**src/rtl/simple_circuit_sequencer.sv**
```systemverilog
// simple_circuit_sequencer
//   Sweeps the eight {A,B,C} input vectors of the Simple_Circuit gate network,
//   holds each for SETTLE cycles, samples D/E and checks them against
//   D = (A&B) | ~C and E = ~C. Reports pass, an error count and a failure mask.
// Ports:
//   clock, reset (async, active-high)
//   start      : begin a sweep (only honoured in IDLE)
//   abort      : return to IDLE from any state, beats start
//   D_in, E_in : outputs of the circuit under test
//   A, B, C    : registered drive to the circuit under test
//   busy       : high in every state except IDLE
//   done       : one-cycle pulse when a sweep completes
//   pass       : last completed sweep had zero errors
//   err_count  : mismatching vectors in the current/last sweep
//   fail_mask  : bit v set when vector v = {A,B,C} mismatched
module simple_circuit_sequencer #(
  parameter int SETTLE = 2
) (
  input  logic       clock,
  input  logic       reset,
  input  logic       start,
  input  logic       abort,
  input  logic       D_in,
  input  logic       E_in,
  output logic       A,
  output logic       B,
  output logic       C,
  output logic       busy,
  output logic       done,
  output logic       pass,
  output logic [3:0] err_count,
  output logic [7:0] fail_mask
);

  typedef enum logic [2:0] {
    S_IDLE, S_APPLY, S_SETTLE, S_SAMPLE, S_DONE
  } state_t;

  localparam logic [7:0] LP_CNT_LOAD = 8'(SETTLE - 1);

  state_t     r_state;
  logic [2:0] r_vec;
  logic [7:0] r_cnt;
  logic [2:0] r_abc;
  logic       r_busy;
  logic       r_done;
  logic       r_pass;
  logic [3:0] r_err;
  logic [7:0] r_mask;

  // Compare against the vector actually being driven, not r_vec.
  logic w_exp_d, w_exp_e, w_mis;
  assign w_exp_d = (r_abc[2] & r_abc[1]) | ~r_abc[0];
  assign w_exp_e = ~r_abc[0];
  assign w_mis   = (D_in != w_exp_d) || (E_in != w_exp_e);

  always_ff @(posedge clock or posedge reset) begin
    if (reset) begin
      r_state <= S_IDLE;
      r_vec   <= 3'd0;
      r_cnt   <= 8'd0;
      r_abc   <= 3'd0;
      r_busy  <= 1'b0;
      r_done  <= 1'b0;
      r_pass  <= 1'b0;
      r_err   <= 4'd0;
      r_mask  <= 8'h00;
    end else begin
      r_done <= 1'b0;
      if (abort && r_state != S_IDLE) begin
        // Partial err/mask are kept for inspection; pass stays cleared.
        r_state <= S_IDLE;
        r_abc   <= 3'd0;
        r_busy  <= 1'b0;
      end else begin
        case (r_state)
          S_IDLE: begin
            r_abc <= 3'd0;
            if (start && !abort) begin
              r_state <= S_APPLY;
              r_vec   <= 3'd0;
              r_err   <= 4'd0;
              r_mask  <= 8'h00;
              r_pass  <= 1'b0;
              r_busy  <= 1'b1;
            end
          end
          S_APPLY: begin
            r_abc   <= r_vec;
            r_cnt   <= LP_CNT_LOAD;
            r_state <= S_SETTLE;
          end
          S_SETTLE: begin
            if (r_cnt == 8'd0) r_state <= S_SAMPLE;
            else               r_cnt   <= r_cnt - 8'd1;
          end
          S_SAMPLE: begin
            if (w_mis) begin
              r_err         <= r_err + 4'd1;
              r_mask[r_vec] <= 1'b1;
            end
            if (r_vec == 3'd7) begin
              // Pass must include this last sample's outcome.
              r_state <= S_DONE;
              r_done  <= 1'b1;
              r_pass  <= (r_err == 4'd0) && !w_mis;
              r_abc   <= 3'd0;
            end else begin
              r_vec   <= r_vec + 3'd1;
              r_state <= S_APPLY;
            end
          end
          S_DONE: begin
            r_state <= S_IDLE;
            r_abc   <= 3'd0;
            r_busy  <= 1'b0;
          end
          default: begin
            r_state <= S_IDLE;
            r_abc   <= 3'd0;
            r_busy  <= 1'b0;
          end
        endcase
      end
    end
  end

  assign {A, B, C}  = r_abc;
  assign busy       = r_busy;
  assign done       = r_done;
  assign pass       = r_pass;
  assign err_count  = r_err;
  assign fail_mask  = r_mask;

endmodule

```
**config.mk**
```make
export PLATFORM = sky130hd
export DESIGN_NAME = simple_circuit_sequencer
export DESIGN_NICKNAME = d
export VERILOG_FILES = /design/src/rtl/simple_circuit_sequencer.sv
export SDC_FILE = /design/constraint.sdc
export NUM_CORES = 1
export LEC_CHECK = 0
export CAP_MARGIN = 10
export CORE_UTILIZATION = 53
export DETAILED_ROUTE_END_ITERATION = 6
export PLACE_DENSITY_LB_ADDON = 0.3
export SLEW_MARGIN = 30
export SYNTH_ARGS = -nofsm -noshare
export SYNTH_HDL_FRONTEND = slang
export SYNTH_SLANG_ARGS = --single-unit
```
**constraint.sdc**
```tcl
create_clock -name clock -period 2.3 [get_ports clock]
set_clock_uncertainty 0.15 [all_clocks]
set_input_delay 0.46 -clock clock [delete_from_list [all_inputs] [get_ports clock]]
set_output_delay 0.46 -clock clock [all_outputs]
set_load 0.01 [all_outputs]
```
After elaboration in Yosys (flattened, before gate mapping)
Index checks and enable logic that the tools add are counted.
Word-level totals
  flip-flop bits (word level): 32
  bits in latches: 0
  RAM bits: 0
  bits in read-only memories: 0
  bits of input ports: 6
  output and inout bits: 18
  word-level logic and storage cells: 86
  memories kept: 0
Cells by class
  add/subtract/negate cells: 3
  $mul: 0
  divide/modulo/power cells: 0
  order comparisons: 2
  eq/ne operators: 16
  shifts and indexed selects: 0
  muxes and demuxes: 30
  bitwise logic cells: 5
  reduce and logical (&&, ||, !) cells: 21
Operators with widths (count)
  case mux 8 bit (2 select lines): 2
  2-to-1 mux 3 bit: 8
  2-to-1 mux 8 bit: 3
  inequality test 2 bit (second input constant): 6
  case mux 3 bit (4 select lines): 1
  AND reduction 4 bit: 3
  inequality test 3 bit (second input constant): 3
  case mux 3 bit (3 select lines): 1
  zero test 8 bit: 1
  2-to-1 mux 1 bit: 8
  2-to-1 mux 4 bit: 2
  OR 8 bit: 1
  case mux 4 bit (2 select lines): 1
  subtractor 8 x 1 -> 8 bit (second input constant): 1
  equality test 3 x 2 -> 1 bit (second input constant): 2
  case mux 3 bit (2 select lines): 1
  AND reduction 2 bit: 3
  adder 4 x 1 -> 4 bit (second input constant): 1
  logical AND 1 bit: 4
  zero test 4 bit: 1
  < comparator 3 x 4 -> 1 bit (second input constant): 1
  case mux 1 bit (2 select lines): 2
  nonzero test 2 bit: 2
  adder 3 x 1 -> 3 bit (second input constant): 1
  15 further kinds: 18

Depth between registers and ports, before layout
Gate-level depths: netlist of run 1.
  word-level depth: 8
  mapped depth: 7
  mapped depth without buffers: 7

Least setup slack after synthesis of run 1
No wires, ideal clock.
  kind: register to register
  from: reg r_cnt[0]
  to: reg r_cnt[2]
  library setup time: 0.150 ns
  arrival: 1.470 ns
  required time: 2.000 ns
  setup slack: 0.530 ns
  stages on the path, launching flop included: 8
  buffers on the path: 0
  clock period less this slack: 1.770 ns
  cells stage by stage: dfrtp_1 inv_1 ha_1 or3b_2 nor3_2 nor3_1 a21oi_1 nor2_1
On the way
  cells in the longest elaborated chain, start to end: 3
  elaborated cells on any way between the ends: 6
  those cells by class: add/sub (1); eq/ne (1); mux (2); reduce/logical (2)
RTL lines
  start, declared: line 43  | logic [7:0] r_cnt;
  start signal, assigned: line 95  | else r_cnt <= r_cnt - 8'd1;
  subtractor 8 x 1 -> 8 bit or zero test 8 bit (tied branches): line 95, 94
  2-to-1 mux 8 bit or inequality test 2 bit (tied branches)
  case mux 8 bit (2 select lines) or AND reduction 3 bit (tied branches)
Several ways; a longest one is shown, not always the timed one. The select of a mux whose other input is x is not followed.
A chain may end at the register's enable or synchronous reset.

Final worst setup path of run 1
  from: reg r_err[2] (netlist: err_count[2])
  to: out err_count[2]
RTL lines
  start, declared: line 48  | logic [3:0] r_err;
  start signal, assigned: line 99  | r_err <= r_err + 4'd1;
  end, declared: line 31  | output logic [3:0] err_count,
No word-level cell between the ends.

==> impl_metrics.env, run 1 <==
export IMPL_status="complete, but fails checks"
export IMPL_violations="design-rule violations"
export IMPL_pwr_share_seq_pct=44.5
export IMPL_final_cell_mix="dfrtp_1, nor2_1, clkdlybuf4s50_1"
export IMPL_synthFlopType="dfrtp_1"
export IMPL_arrival_ns=1.33
export IMPL_p_leak_uw=0.0009087
export IMPL_drt_wirelength_per_cell_um=14.55
export IMPL_cts_buffers=5
export IMPL_ir_drop_v=0.0006571
export IMPL_htreeDepth=2
export IMPL_path_cells="clkdlybuf4s50_1"
export IMPL_endpoint_kind="output pin"
export IMPL_fin_nets=212
export IMPL_finalSetupViolCount=0
export IMPL_dpl_cell_count=224
export IMPL_rsz0062_at_grt="false"
export IMPL_io_pins=24
export IMPL_num_antenna_cells=0
export IMPL_globalRoute_totalOverflow=0
export IMPL_fmax_ghz=0.5145
export IMPL_routabilityCongestion=0.7738
export IMPL_dp_slack_ns=0.04661
export IMPL_drtIter0Drc=36
export IMPL_clkSinkCount=32
export IMPL_worst_path_buf_inv=1
export IMPL_combPwrFrac_pct=26.6
export IMPL_cp_max_fo=5
export IMPL_grt_util_all_layers_pct=22.65
export IMPL_ys_ff_latch=32
export IMPL_syn_avg_cell_area_sq_um=9.779
export IMPL_switching_power_uw=531.5
export IMPL_vias_per_cell=5.853
export IMPL_grt_pass1_vias=1346
export IMPL_instances_no_fill=232
export IMPL_maxCapViolCount=0
export IMPL_die_h_um=57.68
export IMPL_synth_edf_count=0
export IMPL_syn_inst=168
export IMPL_place_hpwl_um=2468
export IMPL_synthAdderAreaFrac_pct=4.570
export IMPL_io_buffers=23
export IMPL_clockRootBuffer="clkbuf_4"
export IMPL_layout_drive_gt1_share_pct=11.94
export IMPL_slowest_delay_ns=0.57
export IMPL_routed_wl_um=3376
export IMPL_finalHoldViolCount=0
export IMPL_core_sq_um=2853
export IMPL_area_growth_pct=23.15
export IMPL_synth_simple_area_share_pct=24.90
export IMPL_muxShareOfSynthArea_pct=0.6093
export IMPL_first_pass_iters=6
export IMPL_clk_pin_slew_ns=0.10
export IMPL_post_cts_buffers=0
export IMPL_num_rows=19
export IMPL_antenna_found_initial=0
export IMPL_synth_top_area_share_pct=48.74
export IMPL_synth_yosys_warnings=0
export IMPL_dieWidth_um=57.68
export IMPL_slew_headroom_pct=67.79
export IMPL_synth_cell_types=44
export IMPL_synth_area_top_cells="dfrtp_1, nor2_1, ha_1, nor3_1, o21ai_0"
export IMPL_die_area_sq_um=3326
export IMPL_synth_xor_area_share_pct=2.133
export IMPL_hold_buffers=0
export IMPL_synth_nets=180
export IMPL_cts_repair_resized=0
export IMPL_p_clk_share_pct=28.9
export IMPL_vias=1358
export IMPL_p_int_uw=1133
export IMPL_async_flop_share_pct=100.0
export IMPL_yosys_area_top_type="dfrtp_1"
export IMPL_placed_area_sq_um=1928
export IMPL_switching_share_pct=31.93
export IMPL_tritoncts="done"
export IMPL_critPathRequiredTime_ns=1.69
export IMPL_worst_pin_slew_ns=0.4781
export IMPL_initial_core_util_pct=57.59
export IMPL_synth_top_family_by_area="simple AND/OR/NAND/NOR gates"
export IMPL_critPathLaunchType="flip-flop"
export IMPL_synth_compound_area_share_pct=15.69
export IMPL_path_class="flip-flop to output pin"
export IMPL_period_needed_ns=1.944
export IMPL_setup_tns_ns=0
export IMPL_crit_family="buffers and inverters"
export IMPL_ant_nets=0
export IMPL_drc_errors=1
export IMPL_holdCritPathClass="input pin to async pin"
export IMPL_ys_seq_area_share_pct=48.74
export IMPL_clockBufferDepth=2
export IMPL_slowest_stage="clkdlybuf4s50_1"
export IMPL_final_area_sq_um=2023
export IMPL_setup_ws_ns=0.3563
export IMPL_finalPower_uw=1665
export IMPL_synth_area_sq_um=1643
export IMPL_insertion_delay_ns=0.34
export IMPL_period_share_pct=84.51
export IMPL_power_density_nw_per_um2=822.8
export IMPL_mostFrequentLayoutCell="dfrtp_1"
export IMPL_grt_max_degree=33
export IMPL_grt_pass1_wl_um=5713
export IMPL_maxSlewViolCount=0
## registers in the layout (all words and copies together) (netlist names)
signal     count
fail_mask      8
r_cnt          8
err_count      4
r_abc          3
r_state        3
r_vec          3
busy           1
done           1
pass           1
## cell usage after synthesis, types with 2 or more instances
master,n
nor3_1,11
nand2_1,12
a21oi_1,6
nor3_2,2
nor2_1,24
o21ai_0,9
nor2b_1,6
a22o_1,5
nand3b_1,2
xnor2_1,2
and2_1,2
a22oi_1,3
inv_1,7
dfrtp_1,32
buf_2,2
o21ai_1,3
nand3_1,5
a31oi_1,3
xor2_1,2
ha_1,6
## worst paths after layout
check	from	cells after the start	endpoint	slack, ns
max reg2reg	r_cnt[0]	7	r_cnt[0]	0.36
min in group clock	fail_mask[6]	1	fail_mask[6]	0.35
max	err_count[2]	1	err_count[2]	0.36
max in group asynchronous	reset	3	fail_mask[3]	1.36
min	reset	3	fail_mask[1]	0.33
min reg2reg	fail_mask[6]	1	fail_mask[6]	0.35
## per-stage QoR
stage | hold WS [ns] | util (%)
floorplan | 0.3523 | -
global placement | 0.3276 | 67.59
detailed placement | 0.3338 | 67.59
CTS | 0.3437 | 70.92
global route | 0.3934 | 70.92
finish | 0.3315 | 70.92
## tightest hold or removal path: cells and delay by family
kind,cells,cell delay (ns)
buffers and inverters,3,0.79
## per-layer routing
layer / track usage, % / wire (um) / vias up
met5: 0 / 0 / -
met4: 9.864 / 59 / 0
met3: 4.911 / 131 / 7
met2: 40.20 / 1765 / 31
met1: 26.44 / 1420 / 663
li1: - / - / 657
## power groups by stage
stage	registers [uW]	clock network, uW	logic, uW
2_1_floorplan	717	0	346
3_3_place_gp	743	0	428
3_5_place_dp	751	0	445
4_1_cts	740	488	447
5_1_grt	751	508	500
6_report	741	481	443
## kinds of logic after synthesis
kind of cell               Yosys count
adders and majority gates            6
buffers and inverters               11
and+or+nand+nor                     76
muxes                                1
AOI/OAI and AO/OA                   38
xor gates and xnor gates             4
DFF                                 32
## area by class of cell
| cell class | instances | area [sq um] |
|---|---|---|
| clock inverter | 1 | 30.03 |
| multi-input combinational | 125 | 787.0 |
| timing repair buffer | 29 | 275.3 |
| sequential | 32 | 800.8 |
| clock buffer | 7 | 65.06 |
| inverter | 7 | 26.28 |
| fill | 216 | 829.5 |
| tap | 31 | 38.79 |
Power figures use the tool's default switching activity.
==> inputs of run 2 (changes only) <==
==> constraint.sdc (replaced) <==
create_clock -name clock -period 1.9 [get_ports clock]
set_clock_uncertainty 0.15 [all_clocks]
set_input_delay 0.38 -clock clock [delete_from_list [all_inputs] [get_ports clock]]
set_output_delay 0.38 -clock clock [all_outputs]
set_load 0.01 [all_outputs]
==> impl_metrics.env, run 2 (synthesized netlist as in run 1, its figures left out) <==
export IMPL_dp_slack_ns=-0.2579
export IMPL_routabilityCongestion=0.8358
export IMPL_worst_pin_slew_ns=0.4140
export IMPL_endpoint_kind="flip-flop"
export IMPL_vias_per_cell=5.504
export IMPL_initial_core_util_pct=57.59
export IMPL_finalHoldViolCount=0
export IMPL_holdCritPathClass="input pin to async pin"
export IMPL_mostFrequentLayoutCell="dfrtp_1"
export IMPL_grtUsageMet2_pct=41.86
export IMPL_maxCapViolCount=0
export IMPL_arrival_ns=1.95
export IMPL_finalSetupViolCount=0
export IMPL_clkSinkCount=32
export IMPL_violations="design-rule violations"
export IMPL_critPathRequiredTime_ns=1.98
export IMPL_routed_wl_um=3617
export IMPL_p_int_uw=1399
export IMPL_globalRoute_totalOverflow=0
export IMPL_dieWidth_um=57.68
export IMPL_antenna_found_initial=0
export IMPL_io_pins=24
export IMPL_ir_drop_v=0.0007672
export IMPL_htreeDepth=2
export IMPL_clockBufferDepth=2
export IMPL_cp_max_fo=6
export IMPL_busiest_layer="met2"
export IMPL_cts_buffers=5
export IMPL_clockRootBuffer="clkbuf_4"
export IMPL_insertion_delay_ns=0.33
export IMPL_first_pass_iters=6
export IMPL_place_hpwl_um=2640
export IMPL_ant_nets=0
export IMPL_setup_tns_ns=0
export IMPL_area_growth_pct=32.60
export IMPL_switching_power_uw=697.1
export IMPL_setup_ws_ns=0.03273
export IMPL_power_density_nw_per_um2=962.4
export IMPL_ff2ff_setup_slack_ns=0.03
export IMPL_final_cell_mix="dfrtp_1, buf_4, nor2_1, clkdlybuf4s50_1, nand2_1"
export IMPL_rr_endpoint="r_cnt[3]"
export IMPL_layout_drive_gt1_share_pct=22.17
export IMPL_r2r_start="r_state[0]"
export IMPL_die_h_um=57.68
export IMPL_period_share_pct=98.28
export IMPL_fin_nets=232
export IMPL_rr_worst_depth=7
export IMPL_status="complete, but fails checks"
export IMPL_combPwrFrac_pct=33.4
export IMPL_io_buffers=23
export IMPL_num_antenna_cells=0
export IMPL_drc_errors=1
export IMPL_drtIter0Drc=85
export IMPL_clk_pin_slew_ns=0.11
export IMPL_grt_pass1_vias=1400
export IMPL_use_met3_pct=5.804
export IMPL_period_needed_ns=1.867
export IMPL_maxSlewViolCount=0
export IMPL_tritoncts="done"
export IMPL_fmax_ghz=0.5355
export IMPL_rsz0062_at_grt="true"
export IMPL_vias=1387
export IMPL_p_leak_uw=0.001023
export IMPL_use_met1_pct=29.60
export IMPL_slew_headroom_pct=72.33
export IMPL_path_class="flip-flop to flip-flop"
export IMPL_drt_wirelength_per_cell_um=14.35
export IMPL_grt_max_degree=33
export IMPL_grt_util_all_layers_pct=24.35
export IMPL_pwr_share_seq_pct=41.7
export IMPL_p_clk_share_pct=24.9
export IMPL_core_sq_um=2853
export IMPL_critPathLaunchType="flip-flop"
export IMPL_grt_pass1_wl_um=6099
export IMPL_num_rows=19
export IMPL_hold_buffers=0
export IMPL_switching_share_pct=33.25
export IMPL_die_area_sq_um=3326
-- run 2: metal layers --
layer | part of all wire (%) | vias to the layer above
li1 | - | 698
met1 | 42 | 658
met2 | 54 | 24
met3 | 2.8 | 7
met4 | 1.5 | 0
met5 | 0 | -
-- run 2: power groups by stage --
stage          combinational, uW  clock, uW  sequential [uW]
2_1_floorplan                419          0              868
3_3_place_gp                 625          0              878
3_5_place_dp                 660          0              885
4_1_cts                      679        528              874
5_1_grt                      781        555              892
6_report                     700        523              873
-- run 2: stage by stage --
step	area (sq um)	utilization [%]	hold WS [ns]	instances	total power [uW]
2_1_floorplan	1643	-	0.3462	168	1287
4_1_cts	2140	75.00	0.2770	249	2081
5_1_grt	2178	76.36	0.2946	252	2228
6_report	2178	76.36	0.2691	252	2096
3_5_place_dp	2041	71.54	0.3305	239	1545
3_3_place_gp	2041	71.54	0.3280	239	1503
-- run 2: final cells by class --
cell class              count  area (sq um)
clock inverters             3         42.54
repair buffers             49         422.9
fillers                   195         674.4
flip-flops and latches     32         803.3
clock buffers               5         37.54
well taps                  31         38.79
inverters                   7         26.28
multi-input cells         125         807.0
-- run 2: worst max-delay path, cell delays in order, from the launching register on --
cell and delay (ns):
dfrtp_2 0.46, clkbuf_2 0.15, or3b_4 0.41, buf_4 0.16, nor3_2 0.21, nor3_1 0.07, a21oi_1 0.11, nor2_1 0.05
-- run 2: how the worst max path moves through the flow --
stage                     slack, ns        from  depth (start not counted)      endpoint
final                          0.03  r_state[0]                          7      r_cnt[3]
after CTS                      0.03    r_vec[1]                          5      r_vec[1]
after global routing          -0.07    r_cnt[0]                          8      r_cnt[0]
after global placement        -0.21       start                          7  fail_mask[7]
after detailed placement      -0.26       start                          7  fail_mask[7]
after floorplan                0.13    r_cnt[0]                          7      r_cnt[2]
-- run 2: what timing repair did --
item | 4_1_cts | 5_1_grt
resized for setup | 2 | 6
gates cloned | 0 | 0
pin swaps | 1 | 0
setup buffers | 2 | 3
setup endpoints to repair | 9 | 21
==> inputs of run 3 (changes only) <==
--- a/config.mk
+++ b/config.mk
@@ -6,9 +6,11 @@
 export NUM_CORES = 1
 export LEC_CHECK = 0
 export CAP_MARGIN = 10
+export CORE_MARGIN = 2
 export CORE_UTILIZATION = 53
 export DETAILED_ROUTE_END_ITERATION = 6
 export PLACE_DENSITY_LB_ADDON = 0.3
+export REMOVE_ABC_BUFFERS = 1
 export SLEW_MARGIN = 30
 export SYNTH_ARGS = -nofsm -noshare
 export SYNTH_HDL_FRONTEND = slang
==> impl_metrics.env, run 3 (synthesized netlist as in run 1, its figures left out) <==
export IMPL_die_h_um=59.68
export IMPL_status="complete, but fails checks"
export IMPL_fill_cells=236
export IMPL_antenna_found_initial=0
export IMPL_die_area_sq_um=3561
export IMPL_arrival_ns=1.98
export IMPL_routed_wl_um=4089
export IMPL_grtUsageMet2_pct=43.01
export IMPL_io_buffers=23
export IMPL_clockRootBuffer="clkbuf_4"
export IMPL_period_needed_ns=1.900
export IMPL_maxCapViolCount=0
export IMPL_critPathRequiredTime_ns=1.98
export IMPL_final_cell_mix="buf_4, dfrtp_1, nor2_1"
export IMPL_first_pass_iters=4
export IMPL_power_density_nw_per_um2=931.4
export IMPL_cp_max_fo=3
export IMPL_slew_headroom_pct=73.25
export IMPL_fin_nets=237
export IMPL_place_hpwl_um=2984
export IMPL_finalHoldViolCount=0
export IMPL_period_share_pct=100.0
export IMPL_insertion_delay_ns=0.34
export IMPL_use_met3_pct=6.277
export IMPL_p_leak_uw=0.001026
export IMPL_setup_ws_ns=-0.0001590
export IMPL_grt_pass1_vias=1426
export IMPL_endpoint_kind="flip-flop"
export IMPL_final_util_pct=74.13
export IMPL_use_met1_pct=27.02
export IMPL_vias_per_cell=5.757
export IMPL_fmax_ghz=0.5263
export IMPL_io_pins=24
export IMPL_ir_drop_v=0.0007443
export IMPL_grt_max_degree=33
export IMPL_clk_pin_slew_ns=0.11
export IMPL_cts_buffers=5
export IMPL_busiest_layer="met2"
export IMPL_worst_pin_slew_ns=0.4013
export IMPL_ant_nets=0
export IMPL_mostFrequentLayoutCell="buf_4"
export IMPL_tritoncts="done"
export IMPL_pwr_share_seq_pct=42.7
export IMPL_drc_errors=0
export IMPL_layout_drive_gt1_share_pct=25.22
export IMPL_p_int_uw=1314
export IMPL_combPwrFrac_pct=38.4
export IMPL_maxSlewViolCount=0
export IMPL_hold_ws_ns=0.2655
export IMPL_vias=1491
export IMPL_switching_share_pct=36.61
export IMPL_routabilityCongestion=0.8199
export IMPL_rsz0062_at_grt="true"
export IMPL_grt_pass1_wl_um=6354
export IMPL_initial_core_util_pct=54.71
export IMPL_htreeDepth=2
export IMPL_clkSinkCount=32
export IMPL_area_growth_pct=35.49
export IMPL_grt_util_all_layers_pct=24.21
export IMPL_hold_buffers=0
export IMPL_globalRoute_totalOverflow=0
export IMPL_p_clk_share_pct=18.9
export IMPL_finalSetupViolCount=1
export IMPL_core_sq_um=3003
export IMPL_path_class="flip-flop to flip-flop"
export IMPL_num_antenna_cells=0
export IMPL_clockBufferDepth=2
export IMPL_num_rows=20
export IMPL_dieWidth_um=59.68
export IMPL_switching_power_uw=759.0
export IMPL_critPathLaunchType="flip-flop"
export IMPL_drt_wirelength_per_cell_um=15.79
export IMPL_violations="negative setup slack"
export IMPL_drtIter0Drc=50
export IMPL_holdCritPathClass="input pin to async pin"
run 3: changes by cell type in the layout (fill, tap and decap cells not counted), moves of 2 or more:
| cell | delta |
|---|---|
| nor3_2 | -2 |
| nor3_4 | +2 |
| inv_1 | -2 |
| buf_4 | +5 |
| inv_2 | +2 |
run 3: worst paths after layout:
| kind | startpoint | end | slack [ns] | cells after the start |
|---|---|---|---|---|
| worst max register to register | r_cnt[1] | r_cnt[4] | -0.0002 | 8 |
| worst max-delay path | r_cnt[1] | r_cnt[4] | -0.0002 | 8 |
| max in group asynchronous | reset | r_state[1] | 1.02 | 3 |
| worst min-delay path | reset | fail_mask[0] | 0.27 | 3 |
| worst min register to register | fail_mask[6] | fail_mask[6] | 0.36 | 1 |
| min in group clock | fail_mask[6] | fail_mask[6] | 0.36 | 1 |
run 3: worst max-delay path, stage by stage, from the launching register on:
cell,delay [ns]
dfrtp_1,0.41
inv_2,0.09
ha_4,0.13
or3b_4,0.40
nor3_4,0.19
buf_4,0.13
a21oi_2,0.04
mux2i_1,0.18
nor2_1,0.07
run 3: through the flow:
step           std cells  cell area, sq um  total power, uW  worst slack [ns]    TNS [ns]
2_1_floorplan        164              1614             1263           0.02321           0
3_3_place_gp         245              2073             1515           -0.1740      -1.660
3_5_place_dp         245              2073             1561           -0.2847      -2.694
4_1_cts              253              2132             1956           0.01708           0
5_1_grt              259              2226             2205           -0.1026     -0.1743
6_report             259              2226             2073        -0.0001590  -0.0001590
run 3: layout make-up:
cell class | count | area (sq um) | area share, %
Clock inverter | 3 | 18.77 | 0.8432
Clock buffer | 5 | 37.54 | 1.686
Inverter | 7 | 26.28 | 1.180
Sequential cell | 32 | 804.5 | 36.14
Multi-Input combinational cell | 125 | 828.3 | 37.21
Tap cell | 33 | 41.29 | 1.855
Timing Repair Buffer | 54 | 469.2 | 21.08
run 3: routing by layer:
layer | vias to the layer above | wire [um]
met4 | 0 | 107
li1 | 709 | -
met5 | - | 0
met1 | 734 | 1604
met3 | 12 | 156
met2 | 36 | 2222
run 3: power by group through the flow:
stage / clock network [uW] / logic, uW / registers, uW
2_1_floorplan: 0 / 369 / 894
3_3_place_gp: 0 / 640 / 875
3_5_place_dp: 0 / 677 / 884
4_1_cts: 394 / 690 / 872
5_1_grt: 438 / 869 / 898
6_report: 392 / 796 / 885
run 3: repair_timing:
item,in CTS,in global routing
buffers inserted,0,6
pin swaps,0,7
resized for setup,2,14
endpoints found under the setup margin,4,8
endpoints found under the hold margin,0,0
